$ cat src/rtl/bmp_pkg.sv
// Shared types and constants for the binary max-pool stage: one-hot state
// encoding, sentinel word, legal image sizes and the header decode helper.
package bmp_pkg;

  typedef enum logic [3:0] {
    S_IDLE = 4'b0001,
    S_HDR  = 4'b0010,
    S_ROWS = 4'b0100,
    S_DONE = 4'b1000
  } state_t;

  localparam logic [15:0] SENTINEL   = 16'h00FF;
  localparam logic [4:0]  N_8        = 5'd8;
  localparam logic [4:0]  N_10       = 5'd10;
  localparam logic [4:0]  N_14       = 5'd14;
  localparam int          POOL_CELLS = 7;

  // Only 8, 10 and 14 are legal sizes; the sentinel and anything else end the run.
  function automatic logic hdr_valid(input logic [15:0] hdr);
    logic [4:0] n;
    n = hdr[4:0];
    return (hdr != SENTINEL) && ((n == N_8) || (n == N_10) || (n == N_14));
  endfunction

endpackage

$ cat src/rtl/pool_cell.sv
// One output pixel of the 2x2 binary max pool: OR of two adjacent bits from
// an even row and the two bits below them in the following odd row.
module pool_cell (
  input  logic [1:0] i_top,
  input  logic [1:0] i_bot,
  output logic       o_pool
);

  assign o_pool = |{i_top, i_bot};

endmodule

$ cat src/rtl/binary_maxpool.sv
// 2x2 stride-2 binary max pool between input and output SRAMs, image after image
// until a sentinel/invalid header. Macro BMP_HEADER_WRITE_EN adds output headers and terminator.
module binary_maxpool
  import bmp_pkg::*;
#(
  parameter int DATA_W = 16,
  parameter int ADDR_W = 12
) (
  input  logic              clk,
  input  logic              reset_b,
  input  logic              dut_run,
  output logic              dut_busy,
  output logic [ADDR_W-1:0] dut_sram_read_address,
  input  logic [DATA_W-1:0] sram_dut_read_data,
  output logic [ADDR_W-1:0] dut_sram_write_address,
  output logic [DATA_W-1:0] dut_sram_write_data,
  output logic              dut_sram_write_enable
);

  // state  | meaning
  // S_IDLE | waiting for dut_run, addresses at 0
  // S_HDR  | header address presented, then header decoded one cycle later
  // S_ROWS | N row reads on consecutive cycles
  // S_DONE | final write drains, addresses cleared

  state_t                  r_state, w_state_nxt;
  logic                    r_hdr_v;
  logic [4:0]              r_n, r_row_cnt;
  logic [ADDR_W-1:0]       r_rd_addr, r_wr_addr;
  logic                    r_dv, r_dodd;
  logic [2*POOL_CELLS-1:0] r_even;
  logic                    r_wr_en;
  logic [DATA_W-1:0]       r_wr_data;

  logic                    w_hdr_ok, w_last_row;
  logic [POOL_CELLS-1:0]   w_pool, w_mask;
  logic [DATA_W-1:0]       w_wr_row;

  for (genvar j = 0; j < POOL_CELLS; j++) begin : g_pool
    pool_cell u_cell (
      .i_top  (r_even[2*j+1:2*j]),
      .i_bot  (sram_dut_read_data[2*j+1:2*j]),
      .o_pool (w_pool[j])
    );
  end

  always_comb begin
    for (int j = 0; j < POOL_CELLS; j++) begin
      w_mask[j] = (5'(2*j) < r_n);
    end
    w_wr_row = DATA_W'(w_pool & w_mask);
  end

  always_ff @(posedge clk) begin
    if (!reset_b) r_state <= S_IDLE;
    else          r_state <= w_state_nxt;
  end

  always_comb begin
    w_state_nxt = r_state;
    w_hdr_ok    = hdr_valid(sram_dut_read_data[15:0]);
    w_last_row  = (r_row_cnt == r_n - 5'd1);
`ifdef BMP_HEADER_WRITE_EN
    dut_busy    = (r_state != S_IDLE);
`else
    dut_busy    = (r_state == S_HDR) || (r_state == S_ROWS);
`endif
    case (r_state)
      S_IDLE:  if (dut_run) w_state_nxt = S_HDR;
      S_HDR:   if (r_hdr_v) w_state_nxt = w_hdr_ok ? S_ROWS : S_DONE;
      S_ROWS:  if (w_last_row) w_state_nxt = S_HDR;
      S_DONE:  w_state_nxt = S_IDLE;
      default: w_state_nxt = S_IDLE;
    endcase
  end

  always_ff @(posedge clk) begin
    if (!reset_b) begin
      r_hdr_v   <= 1'b0;
      r_n       <= '0;
      r_row_cnt <= '0;
      r_rd_addr <= '0;
      r_wr_addr <= '0;
      r_dv      <= 1'b0;
      r_dodd    <= 1'b0;
      r_even    <= '0;
      r_wr_en   <= 1'b0;
      r_wr_data <= '0;
    end else begin
      r_hdr_v <= (r_state == S_HDR) && !r_hdr_v;
      r_dv    <= (r_state == S_ROWS);
      r_dodd  <= r_row_cnt[0];
      r_wr_en <= 1'b0;
      if (r_wr_en) r_wr_addr <= r_wr_addr + ADDR_W'(1);
      if (r_dv && !r_dodd) r_even <= sram_dut_read_data[2*POOL_CELLS-1:0];
      // Odd-row data completes a pooled row; it is written on the following cycle.
      if (r_dv && r_dodd) begin
        r_wr_en   <= 1'b1;
        r_wr_data <= w_wr_row;
      end
      case (r_state)
        S_HDR: begin
          if (r_hdr_v && w_hdr_ok) begin
            r_n       <= sram_dut_read_data[4:0];
            r_row_cnt <= '0;
            r_rd_addr <= r_rd_addr + ADDR_W'(1);
`ifdef BMP_HEADER_WRITE_EN
            r_wr_en   <= 1'b1;
            r_wr_data <= DATA_W'(sram_dut_read_data[4:1]);
`endif
          end
`ifdef BMP_HEADER_WRITE_EN
          else if (r_hdr_v) begin
            r_wr_en   <= 1'b1;
            r_wr_data <= DATA_W'(SENTINEL);
          end
`endif
        end
        S_ROWS: begin
          r_rd_addr <= r_rd_addr + ADDR_W'(1);
          r_row_cnt <= r_row_cnt + 5'd1;
        end
        S_DONE: begin
          r_rd_addr <= '0;
          r_wr_addr <= '0;
        end
        default: ;
      endcase
    end
  end

  assign dut_sram_read_address  = r_rd_addr;
  assign dut_sram_write_address = r_wr_addr;
  assign dut_sram_write_data    = r_wr_data;
  assign dut_sram_write_enable  = r_wr_en;

endmodule

$ cat config.mk
export PLATFORM = sky130hd
export DESIGN_NAME = binary_maxpool
export DESIGN_NICKNAME = d
export VERILOG_FILES = /design/src/rtl/bmp_pkg.sv /design/src/rtl/pool_cell.sv /design/src/rtl/binary_maxpool.sv
export SDC_FILE = /design/constraint.sdc
export NUM_CORES = 1
export LEC_CHECK = 0
export ABC_AREA = 1
export CORE_ASPECT_RATIO = 0.75
export CORE_MARGIN = 10
export CORE_UTILIZATION = 30
export CTS_CLUSTER_SIZE = 25
export DETAILED_ROUTE_END_ITERATION = 8
export GPL_ROUTABILITY_DRIVEN = 0
export PLACE_DENSITY = 0.5
export SETUP_SLACK_MARGIN = 0.5
export SLEW_MARGIN = 0
export SYNTH_ARGS = -nofsm -noshare
export SYNTH_HDL_FRONTEND = slang
export SYNTH_HIERARCHICAL = 1
export SYNTH_SLANG_ARGS = --single-unit
$ cat constraint.sdc
create_clock -name clk -period 1.9 [get_ports clk]
set_clock_uncertainty 0.15 [all_clocks]
set_input_delay 0.38 -clock clk [delete_from_list [all_inputs] [get_ports clk]]
set_output_delay 0.38 -clock clk [all_outputs]
set_load 0.1 [all_outputs]
# Yosys cells after proc, flatten, opt, wreduce, memory -nomap -nowiden
# Cells that the tools add are included.
# word_totals
register_bits	72
inputBits	19
word_cells	71
output_inout_bits	42
# op_classes
order_cmp	7
add_sub_neg	4
n_bitwise	2
muxes	10
eq_ne	13
reduce_logical	24
# ops
op	count
12-bit case mux with 3 select lines	1
4-bit OR reduction	7
12-bit by 1-bit adder with 12-bit output, second input constant	2
4-bit 2-to-1 mux	4
16-bit by 8-bit != test with 1-bit output, second input constant	1
5-bit by 4-bit == test with 1-bit output, second input constant	3
4-bit by 5-bit less-than comparator with 1-bit output, first input constant	3
12-bit 2-to-1 mux	1
4-bit case mux with 3 select lines	1
3-bit by 5-bit less-than comparator with 1-bit output, first input constant	2
5-bit case mux with 2 select lines	1
7-bit bitwise AND	1
2-bit != test, second input constant	3
2-bit AND reduction	3
5-bit by 1-bit adder with 5-bit output, second input constant	1
5-bit == test	1
1-bit logical AND	5
1-bit by 5-bit less-than comparator with 1-bit output, first input constant	1
2-bit by 5-bit less-than comparator with 1-bit output, first input constant	1
5-bit 2-to-1 mux	1
5-bit by 1-bit subtractor with 5-bit output, second input constant	1
4-bit by 1-bit == test with 1-bit output, second input constant	1
4-bit by 2-bit == test with 1-bit output, second input constant	1
4-bit by 3-bit == test with 1-bit output, second input constant	1
10 further kinds	13

# Logic depth before layout (Yosys ltp)
# logic_depth
ltp_word	7
depth_mapped	11

# By module
# The synthesis kept the hierarchy.
# modules_own_cells
mod	instances	area_each_um2	seq_area_each_um2	cells_each
binary_maxpool	1	2947.8	1261.2	418
pool_cell	7	11.3	0.0	3

# Worst setup path before layout
# OpenSTA, ideal clock, no wires.
# synth_path
kind	register to register
startpoint	reg r_rd_addr[0], in the netlist dut_sram_read_address[0]
endpoint	reg r_rd_addr[8], in the netlist dut_sram_read_address[8]
arrival_time_ps	2100
slack_ps	-420
stages_incl_launch_ff	9
setup_time_ps	70
synth_period_minus_slack_ps	2320
n_path_buf	0
path_cell_list	dfxtp_1 -> ha_1 -> nand2_1 -> nor2_1 -> nand2_1 -> xor2_1 -> nor2_1 -> nand2_1 -> a21oi_1
# synth_via
elab_chain_cells	3
# synth_rtl
element	line	rtl
start, declared	binary_maxpool.sv:29	logic [ADDR_W-1:0] r_rd_addr, r_wr_addr;
start signal, assigned	binary_maxpool.sv:106	r_rd_addr <= r_rd_addr + ADDR_W'(1);
start signal, assigned	binary_maxpool.sv:120	r_rd_addr <= r_rd_addr + ADDR_W'(1);
12-bit by 1-bit adder with 12-bit output *	binary_maxpool.sv:106, binary_maxpool.sv:120	
12-bit 2-to-1 mux	binary_maxpool.sv:103	if (r_hdr_v && w_hdr_ok) begin
12-bit case mux with 3 select lines *	binary_maxpool.sv:101	case (r_state)
# Mark *: on every way between the ends. The rest lies on a longest branch, timed or not. The select of a mux whose other input is x is not followed.
# A chain may end at the register's enable or synchronous reset.

# Worst setup path after layout
# layout_path
startpoint	reg r_state[3]
endpoint	out dut_busy
# layout_via
elab_chain_cells	2
# layout_rtl
element	line	rtl
start, declared	binary_maxpool.sv:26	state_t r_state, w_state_nxt;
start signal, assigned	binary_maxpool.sv:56	else r_state <= w_state_nxt;
4-bit by 2-bit == test with 1-bit output or 4-bit by 3-bit == test with 1-bit output (tied branches)	binary_maxpool.sv:66	dut_busy = (r_state == S_HDR) || (r_state == S_ROWS);
1-bit logical OR *	binary_maxpool.sv:66	
end, declared	binary_maxpool.sv:12	output logic dut_busy,
# Mark *: on every way between the ends. The rest lies on a longest branch, timed or not.

==> flow_metrics.tcl <==
set metrics [dict create \
    outcome "finished, final reports clean" \
    clk_pin_slew_ns 0.05 \
    final_core_util 0.5560 \
    finalMaxSlewViolations 0 \
    post-dp-hpwl_mm 6.304 \
    internal_power_mw 2.488 \
    combPwrFrac 0.162 \
    ys_ff_latch 63 \
    cts_buffers 9 \
    seqPwrFrac 0.387 \
    fin_tns_setup_ns 0 \
    yosysSeqAreaShare 0.4167 \
    firstDrtPassIters 4 \
    num_rows 31 \
    required_ns 1.37 \
    drc 0 \
    fin_crit_ns 1.704 \
    finish.net_count 583 \
    grt_max_degree 28 \
    wl_per_cell_um 13.26 \
    fillers 852 \
    avgSynthCellArea_sq_um 6.894 \
    synthCells 439 \
    p_sw_frac 0.2810 \
    die_x_um 136.0 \
    critPathCaptureType "output pin" \
    die_area_sq_um 14550 \
    vias_per_cell 4.607 \
    critical_path_arrival_ns 1.17 \
    cpMaxStageDelayCell "dfxtp_4" \
    critPathLaunch "r_state[3]$_SDFFE_PN0P_" \
    yosys-top-cells-area "dfxtp_1 42%, nand2_1 11%, nor2_1 9.4%" \
    period_share 0.8968 \
    cp_slowest_stage_delay_ns 0.36 \
    cts.sinks 63 \
    area_growth_pct 78.83 \
    cp_max_fo 3 \
    min_from "dut_sram_write_data[4]$_SDFFE_PN0P_" \
    yosysWarnings 6 \
    gr-total-overflow 0 \
    synth_area_sq_um 3027 \
    antenna_left 0 \
    portBuffers 49 \
    leakage_nw 2.248 \
    worst-path-buf-inv 1 \
    core_sq_um 9736 \
    vdd_drop_max_mv 0.3661 \
    p_per_area_nw_per_um2 639.2 \
    synth_area_leader_cell "dfxtp_1" \
    crit_type "reg2out" \
    antennaDiodeCount 0 \
    max_freq_ghz 0.5869 \
    crit_chain "nor2_4 -> nand3_4 -> nand2_8 -> buf_12" \
    stdcell_count 697 \
    grt_pass1_vias 3077 \
    power.share.clock 0.451 \
    die_y_um 107.0 \
    yosysUniqueCellTypes 31 \
    power.switching_uw 972.3 \
    drive_gt1_frac 0.4425 \
    synth.top_cell.area_share 0.4167 \
    start_util 0.3109 \
    place_inst 627 \
    crit_family "flip-flops" \
    cts_tree "yes" \
    min_path_type "reg2reg" \
    max_cap_viol_count 0 \
    track_usage 0.1255 \
    drt_iter0_drc 211 \
    routed_wl_mm 9.239 \
    htree_levels 3 \
    antenna_found_initial 0 \
    start_kind "flop" \
    rr_startpoint "r_n[1]$_SDFFE_PN0P_" \
    whs_ns 0.3336 \
    cts_hold_buf 0 \
    finalSetupViolations 0 \
    vias 3211 \
    grt_pass1_wl_mm 14.90 \
    clock_path_buffers 2 \
    rsz0062_at_grt "yes" \
    insertion_delay_ns 0.33 \
    io_pins 61 \
    finalHoldViolCount 0 \
    root_buffer "clkbuf_16" \
]
## kinds of logic after synthesis
logic type / share of synthesized area
DFF: 0.4167
adders and majority gates: 0.01654
buffers and inverters: 0.1017
other: 0.001239
and+or+nand+nor: 0.3105
muxes: 0.003307
AOI/OAI and AO/OA: 0.1356
xor gates and xnor gates: 0.01447
## what timing repair did
item | in CTS | in global routing
setup buffers | 35 | 18
cloned | 1 | 0
resized for setup | 64 | 81
pin swaps | 29 | 32
setup endpoints to repair | 76 | 69
## stage by stage
stage | total power, mW | worst slack (ns) | area, sq um
6_report | 3.460 | 0.1960 | 5413
5_1_grt | 3.606 | 0.1314 | 5413
4_1_cts | 3.385 | 0.1685 | 4970
3_5_place_dp | 1.763 | -0.1195 | 4273
3_3_place_gp | 1.760 | -0.09415 | 4273
2_1_floorplan | 1.651 | 0.2340 | 3276
## synth_stat cells
cell type and number:
nor2_1 76, buf_4 10, or2_2 2, conb_1 1, o21ai_0 35, buf_6 1
mux2i_1 1, nor3_1 9, o211ai_1 4, xnor2_1 1, ha_1 4, or2_0 1
o311ai_0 1, nor2_4 1, xor2_1 4, nand2_2 5, a2bb2oi_1 1, clkinv_1 2
o31ai_1 1, inv_2 1, o21ai_1 1, nand4_1 12, nand2_1 85, dfxtp_1 63
inv_1 50, nand3_1 23, nor3_4 1, nor4_2 1, clkbuf_1 6, a21oi_1 35
nand3_2 1
## worst reg2reg max path, cell delays in order (launching register included)
cell and delay (ns):
dfxtp_2 0.36, inv_4 0.05, ha_4 0.27, nor2_1 0.04
nor2_1 0.11, nand2_1 0.07, nor2_1 0.13, nand3_1 0.11
nand2_2 0.12, nand4_1 0.08, nor2_1 0.12
## cell type report
class / instances / area [sq um] / area share
clock inverter: 5 / 30.03 / 0.005548
multi-input combinational: 314 / 1921 / 0.3548
clock buffer: 11 / 254.0 / 0.04693
timing repair inverter: 1 / 7.507 / 0.001387
sequential: 63 / 1374 / 0.2538
tap: 132 / 165.2 / 0.03051
inverter: 53 / 235.2 / 0.04346
timing repair buffer: 118 / 1426 / 0.2635
## worst paths after layout
kind,end,slack (ns),cells after the start
setup / recovery,dut_busy,0.20,4
hold / removal,dut_sram_write_data[4]$_SDFFE_PN0P_,0.33,2
setup reg to reg,r_state[3]$_SDFFE_PN0P_,0.23,10
hold reg to reg,dut_sram_write_data[4]$_SDFFE_PN0P_,0.33,2
## per-layer routing
metal	GRT usage	routed length, um
met4	0.03794	109
met1	0.1648	4501
met5	0	0
met3	0.03918	414
met2	0.1925	4214
## cell usage in the layout (no fill, tap or decap), types with 3 or more instances in the layout
cell type / netlist / layout
buf_6: 1 / 16
dfxtp_1: 63 / 23
buf_4: 10 / 49
nor3_1: 9 / 4
nor2_1: 76 / 63
inv_4: 0 / 5
a21oi_1: 35 / 24
o21ai_0: 35 / 24
nor2_4: 1 / 9
nand2_2: 5 / 17
nand2_8: 0 / 3
clkinv_2: 0 / 4
dlygate4sd2_1: 0 / 6
o21ai_1: 1 / 6
nand3_1: 23 / 16
nand3_2: 1 / 3
clkdlybuf4s50_1: 0 / 10
buf_12: 0 / 34
nand4_1: 12 / 12
a21oi_2: 0 / 11
o21ai_2: 0 / 5
conb_1: 1 / 9
o211ai_1: 4 / 4
inv_2: 1 / 7
nand2_4: 0 / 5
dfxtp_4: 0 / 25
nor2_2: 0 / 5
nand3_4: 0 / 5
inv_1: 50 / 38
nor3_2: 0 / 4
clkbuf_16: 0 / 10
ha_4: 0 / 3
nand2_1: 85 / 65
dfxtp_2: 0 / 15
buf_8: 0 / 3
xor2_1: 4 / 4
## sequential cells by signal, indices dropped and copies added (netlist names)
| name | flops |
|---|---|
| r_row_cnt | 5 |
| r_dv | 1 |
| dut_sram_write_enable | 1 |
| dut_sram_write_address | 12 |
| r_state | 4 |
| dut_sram_write_data | 7 |
| r_dodd | 1 |
| r_hdr_v | 1 |
| dut_sram_read_address | 12 |
| r_n | 5 |
| r_even | 14 |
## power by group through the flow
stage	Sequential (mW)	Clock (mW)	Combinational, mW
final	1.34	1.56	0.559
after global placement	1.37	0	0.392
after floorplan	1.39	0	0.261
after global routing	1.34	1.67	0.598
after CTS	1.34	1.59	0.455
after detailed placement	1.37	0	0.394
No activity file was read; power rests on OpenSTA's default activity.
